<file path="src/rtl/dll_track_ctrl.sv">
// rtl/dll_track_ctrl.sv - SAR hand-off and filtered +/-1 LSB DCDL tracking with lock detect
// Optional: define TRACK_FREEZE_EN to hold the code while locked (unanimous windows still step).
module dll_track_ctrl #(
  parameter int WIDTH        = 10,
  parameter int SAR_CYCLES   = 10,
  parameter int FILT_LEN     = 8,
  parameter int FILT_TH      = 6,
  parameter int LOCK_TOGGLES = 4
) (
  input  logic             clk4,
  input  logic             rst_n,
  input  logic [WIDTH-1:0] sar_q,
  input  logic             comp,
  input  logic             hold,
  output logic [WIDTH-1:0] dcdl_code,
  output logic             upd,
  output logic             tracking,
  output logic             locked
);

  localparam int CW = $clog2(SAR_CYCLES + 1);
  localparam int WW = (FILT_LEN > 2) ? $clog2(FILT_LEN) : 1;
  localparam int LW = $clog2(FILT_LEN + 1);
  localparam int TW = $clog2(LOCK_TOGGLES + 1);

  localparam logic [CW-1:0]    CYC_LAST = CW'(SAR_CYCLES);
  localparam logic [WW-1:0]    WIN_LAST = WW'(FILT_LEN - 1);
  localparam logic [LW-1:0]    TH_UP    = LW'(FILT_TH);
  localparam logic [LW-1:0]    TH_DN    = LW'(FILT_LEN - FILT_TH);
  localparam logic [TW-1:0]    LOCK_N   = TW'(LOCK_TOGGLES);
  localparam logic [WIDTH-1:0] CODE_RST = {1'b1, {(WIDTH-1){1'b0}}};
  localparam logic [WIDTH-1:0] CODE_MAX = {WIDTH{1'b1}};

  typedef enum logic {S_SAR, S_TRACK} state_e;

  state_e           state_q, state_d;
  logic [CW-1:0]    cyc_q, cyc_d;
  logic [WIDTH-1:0] code_q, code_d;
  logic [WW-1:0]    win_q, win_d;
  logic [LW-1:0]    lead_q, lead_d;
  logic [TW-1:0]    tcnt_q, tcnt_d;
  logic             dir_up_q, dir_up_d;
  logic             dir_vld_q, dir_vld_d;
  logic             upd_q, upd_d;
  logic             trk_q, trk_d;
  logic             lock_q, lock_d;

  logic [LW-1:0]    total;
  logic             step_up;
  logic             step_dn;
  logic [TW-1:0]    tcnt_inc;
`ifdef TRACK_FREEZE_EN
  logic             unanimous;
`endif

  always_ff @(posedge clk4 or negedge rst_n) begin
    if (!rst_n) begin
      state_q   <= S_SAR;
      cyc_q     <= '0;
      code_q    <= CODE_RST;
      win_q     <= '0;
      lead_q    <= '0;
      tcnt_q    <= '0;
      dir_up_q  <= 1'b0;
      dir_vld_q <= 1'b0;
      upd_q     <= 1'b0;
      trk_q     <= 1'b0;
      lock_q    <= 1'b0;
    end else begin
      state_q   <= state_d;
      cyc_q     <= cyc_d;
      code_q    <= code_d;
      win_q     <= win_d;
      lead_q    <= lead_d;
      tcnt_q    <= tcnt_d;
      dir_up_q  <= dir_up_d;
      dir_vld_q <= dir_vld_d;
      upd_q     <= upd_d;
      trk_q     <= trk_d;
      lock_q    <= lock_d;
    end
  end

  always_comb begin
    state_d   = state_q;
    cyc_d     = cyc_q;
    code_d    = code_q;
    win_d     = win_q;
    lead_d    = lead_q;
    tcnt_d    = tcnt_q;
    dir_up_d  = dir_up_q;
    dir_vld_d = dir_vld_q;
    upd_d     = 1'b0;
    trk_d     = trk_q;
    lock_d    = lock_q;
    total     = lead_q + LW'(comp);
    step_up   = 1'b0;
    step_dn   = 1'b0;
    tcnt_inc  = (tcnt_q == LOCK_N) ? tcnt_q : tcnt_q + TW'(1);
`ifdef TRACK_FREEZE_EN
    unanimous = (total == LW'(FILT_LEN)) || (total == '0);
`endif

    case (state_q)
      S_SAR: begin
        code_d = sar_q;
        cyc_d  = cyc_q + CW'(1);
        if (cyc_q == CYC_LAST) begin
          state_d   = S_TRACK;
          trk_d     = 1'b1;
          win_d     = '0;
          lead_d    = '0;
          tcnt_d    = '0;
          dir_vld_d = 1'b0;
          lock_d    = 1'b0;
        end
      end

      S_TRACK: begin
        if (!hold) begin
          if (win_q == WIN_LAST) begin
            upd_d   = 1'b1;
            win_d   = '0;
            lead_d  = '0;
            step_up = (total >= TH_UP);
            step_dn = !step_up && (total <= TH_DN);
`ifdef TRACK_FREEZE_EN
            if (lock_q && !unanimous) begin
              step_up = 1'b0;
              step_dn = 1'b0;
            end
`endif
            if (step_up && code_q != CODE_MAX) begin
              code_d = code_q + WIDTH'(1);
            end else if (step_dn && code_q != '0) begin
              code_d = code_q - WIDTH'(1);
            end

            // A saturated step still records its direction.
            if (step_up || step_dn) begin
              tcnt_d    = (dir_vld_q && (dir_up_q != step_up)) ? tcnt_inc : '0;
              dir_up_d  = step_up;
              dir_vld_d = 1'b1;
            end else begin
              tcnt_d = tcnt_inc;
            end
`ifdef TRACK_FREEZE_EN
            if (lock_q && (step_up || step_dn)) begin
              tcnt_d = '0;
            end
`endif
            lock_d = (tcnt_d == LOCK_N);
          end else begin
            win_d  = win_q + WW'(1);
            lead_d = total;
          end
        end
      end

      default: state_d = S_SAR;
    endcase
  end

  assign dcdl_code = code_q;
  assign upd       = upd_q;
  assign tracking  = trk_q;
  assign locked    = lock_q;

endmodule
</file>
<file path="config.mk">
export PLATFORM = sky130hd
export DESIGN_NAME = dll_track_ctrl
export DESIGN_NICKNAME = d
export VERILOG_FILES = /design/src/rtl/dll_track_ctrl.sv
export SDC_FILE = /design/constraint.sdc
export NUM_CORES = 1
export LEC_CHECK = 0
export CAP_MARGIN = 40
export CORE_UTILIZATION = 40
export CTS_BUF_LIST = sky130_fd_sc_hd__clkbuf_4
export DETAILED_ROUTE_END_ITERATION = 8
export PLACE_DENSITY_LB_ADDON = 0.2
export SLEW_MARGIN = 30
export SYNTH_ARGS = -nofsm -noshare
export SYNTH_HDL_FRONTEND = slang
export SYNTH_SLANG_ARGS = --single-unit
</file>
<file path="constraint.sdc">
create_clock -name clk4 -period 4.5 [get_ports clk4]
set_clock_uncertainty 0.15 [all_clocks]
set_input_delay 1.35 -clock clk4 [delete_from_list [all_inputs] [get_ports clk4]]
set_output_delay 1.35 -clock clk4 [all_outputs]
set_load 0.005 [all_outputs]
</file>
==> flow_summary.toml, run 1 <==
[logic_synthesis]
synth_edf_count = 0
synth-async-reset-ratio_pct = 100
synth_fp_nets = 252
avgSynthCellArea_um2 = 9.18
ys_top_cells_by_area = "dfrtp_1, ha_1, o21ai_0"
synth_seq_cells = 30
yosysMostFrequentCell = "dfrtp_1"
yosysUniqueCellTypes = 54
synth_area_mm2 = 0.00203
synth_commonest_cells = "dfrtp_1, nor2_1, o21ai_0"
ys_seq_area_share_pct = 37.1
syn-instance-count = 221
yosysTopAreaCell = "dfrtp_1"
synth_top_area_share_pct = 35.8
synth_flop_cell = "dfrtp_1"
yosys_warnings = 0

[critical_path]
critPathKind = "in -> reg"
arrival_ps = 4440
cp_slowest_cell = "or4b_1"
critPathRequiredTime_ps = 4630
cp-end-kind = "flip-flop"
crit_path_frequent_cell = "ha_1"
crit_fanout = 7
slowest_delay_ps = 460
crit_path_start_kind = "primary input"
crit_chain = "clkdlybuf4s50_1 -> ha_1 -> ha_1 -> nand2b_1 -> a31o_2 -> a21oi_2 -> inv_1 -> buf_4 -> ha_1 -> o21a_1 -> nand3_1 -> a21o_1 -> or4b_1 -> nand3_1"

[place]
dp_cells = 329
gp_congestion = 0.903
pre_cts_slack_ps = -156
dp_hpwl_um = 3170
numPortBuffers = 26

[power_and_ir_drop]
switchingPower_mw = 0.712
pwr-share-seq_pct = 27.2
power.leakage_nw = 1.11
combPwrFrac_pct = 64.4
p_per_area_mw_per_mm2 = 684
switching_share_pct = 40.6
pwr-share-clk_pct = 8.4
p_int_mw = 1.04
vdd_drop_max_mv = 0.341

[cells_and_area]
layout-drive-gt1-share_pct = 14.5
num_antenna_cells = 0
area_growth_pct = 26.2
final_cells = 336
register_area_um2 = 752
multi_input_area_mm2 = 0.00121
nNetsFinal = 301
nFillCells = 460

[clock_network]
worstSkewPairLatency_ps = 330
cts_root_buffer = "clkbuf_4"
clkTransAtPathRegs_ps = 100
cts_tree = "built"
postCtsSetupBuffers = 0
h-tree-depth = 2
cts_buffers = 5
cts_buffer_depth = 2
clkSinkCount = 30

[die]
ios = 27
core_mm2 = 0.00482
dieArea_mm2 = 0.00536
die-width_um = 73.2
start_util_pct = 42.1
die_height_um = 73.2
std_cell_rows = 25

[hold_path]
min_path_type = "reg -> reg"

[timing]
max_freq_ghz = 0.232
slew_headroom_pct = 68.3
rsz0062_at_grt = "no"
setup_viol = 0
hold_viol_final = 0
worst_pin_slew_ps = 471
finalMaxSlewViolations = 0
fin_crit_ps = 4310
fin_crit_sh_pct = 95.8
layout_setup_ws_ps = 189

[grt]
top_usage_layer = "met2"
grt_remaining_overflow = 0
track_usage_pct = 17.8
grtUsageMet2_pct = 27.4
grt_pass1_vias = 1556
grt_pass1_wl_um = 7160
grt_max_degree = 31
grt_use_met3_pct = 4.28
antenna_found_initial = 0
met1_usage_pct = 24.4

[routing]
ant_nets = 0
drc = 0
wl_um = 4380
vias = 1743
firstDrtPassIters = 4
wl_per_cell_um = 13.0
avgViaCountPerCell = 5.19
drt_iter0_markers = 143

[run]
cap_viol_max_count = 0

[status]
status = "completed"
-- logic make-up after synthesis --
| family | after synthesis | share of synthesized area, % |
|---|---|---|
| AO/OA/AOI/OAI | 67 | 22.2 |
| XOR/XNOR | 9 | 3.88 |
| adder cells (fa/ha/maj) | 17 | 10.9 |
| buffers and inverters | 18 | 3.76 |
| flip-flops | 30 | 37.1 |
| multiplexers | 7 | 3.70 |
| AND/OR/NAND/NOR | 73 | 18.6 |
-- placed cells by master, fill, tap and decap left out, drive strengths merged, types with 3 or more instances in the layout --
cell type and n:
a211oi 6, a31oi 4, nor2 24, clkbuf 5, a22o 4, ha 16
xor2 3, mux2i 6, xnor2 6, dfrtp 29, nand3b 3, o21a 3
or2 3, buf 22, nand2b 3, and2 3, nand4 5, a21oi 12
nand2 15, o21ai 18, inv 11, a21o 5, nor3 4, clkdlybuf4s50 26
-- flip-flops by register name (all words and copies together), names as in the netlist --
register	cells
state_q	1
tracking	1
locked	1
dir_vld_q	1
tcnt_q	3
win_q	3
dir_up_q	1
upd	1
cyc_q	4
lead_q	4
dcdl_code	10
-- per-stage QoR --
| step | cell area [um2] | total power, mW | hold slack [ps] | utilization (%) | setup TNS (ps) |
|---|---|---|---|---|---|
| 2_1_floorplan | 2030 | 1.17 | 296 | - | 0 |
| 3_3_place_gp | 2500 | 1.58 | 304 | 51.9 | -318 |
| 3_5_place_dp | 2500 | 1.59 | 309 | 51.9 | -505 |
| 4_1_cts | 2540 | 1.75 | 333 | 52.8 | 0 |
| 5_1_grt | 2560 | 1.92 | 347 | 53.2 | 0 |
| 6_report | 2560 | 1.75 | 330 | 53.2 | 0 |
-- layout make-up --
type,instances,area share (%)
multi-input combinational,173,47.1
timing repair buffer,48,16.9
inverter,12,1.76
clock buffer,5,1.47
tap,67,3.27
sequential,30,29.4
clock inverter,1,0.147
-- what timing repair did --
action / CTS / global route
hold buffers: 0 / 0
resized for setup: 0 / 2
endpoints found under the setup margin: 0 / 2
-- layer usage --
metal,routed length [um],vias to the layer above
met5,0,-
met4,59,0
met3,140,6
met2,1900,26
met1,2280,806
li1,-,905
-- power by group through the flow --
stage,logic [mW],registers [mW],clock network (mW)
floorplan,0.716,0.451,0
global placement,1.11,0.476,0
detailed placement,1.12,0.477,0
CTS,1.13,0.473,0.154
global route,1.26,0.490,0.167
finish,1.13,0.476,0.148
-- worst max-delay path, delay by kind of cell --
family	cells	cell delay (ps)
and+or+nand+nor	4	740
adders and majority gates	3	880
buffers and inverters	3	690
AOI/OAI and AO/OA	4	790
-- path summary, 6_finish.rpt --
path / slack [ps] / startpoint / depth (start not counted) / end
max in group asynchronous: 2640 / rst_n / 2 / dcdl_code[9]$_DFFE_PN1P_
setup reg to reg: 1240 / lead_q[0]$_DFFE_PN0P_ / 13 / dcdl_code[9]$_DFFE_PN1P_
setup / recovery: 190 / comp / 14 / dcdl_code[9]$_DFFE_PN1P_
hold reg to reg: 330 / tracking$_DFFE_PN0P_ / 1 / tracking$_DFFE_PN0P_
hold / removal: 330 / tracking$_DFFE_PN0P_ / 1 / tracking$_DFFE_PN0P_
min in group asynchronous: 1240 / rst_n / 2 / dcdl_code[7]$_DFFE_PN0P_
No activity file was read; power rests on OpenSTA's default activity.
==> run 2, diff against run 1 <==
--- a/config.mk
+++ b/config.mk
@@ -8,6 +8,7 @@
 export CAP_MARGIN = 40
 export CORE_UTILIZATION = 40
 export CTS_BUF_LIST = sky130_fd_sc_hd__clkbuf_4
+export CTS_CLUSTER_DIAMETER = 40
 export DETAILED_ROUTE_END_ITERATION = 8
 export PLACE_DENSITY_LB_ADDON = 0.2
 export SLEW_MARGIN = 30
==> results of run 2 <==
The final DEF is identical to that of run 1; final timing and power are the same.
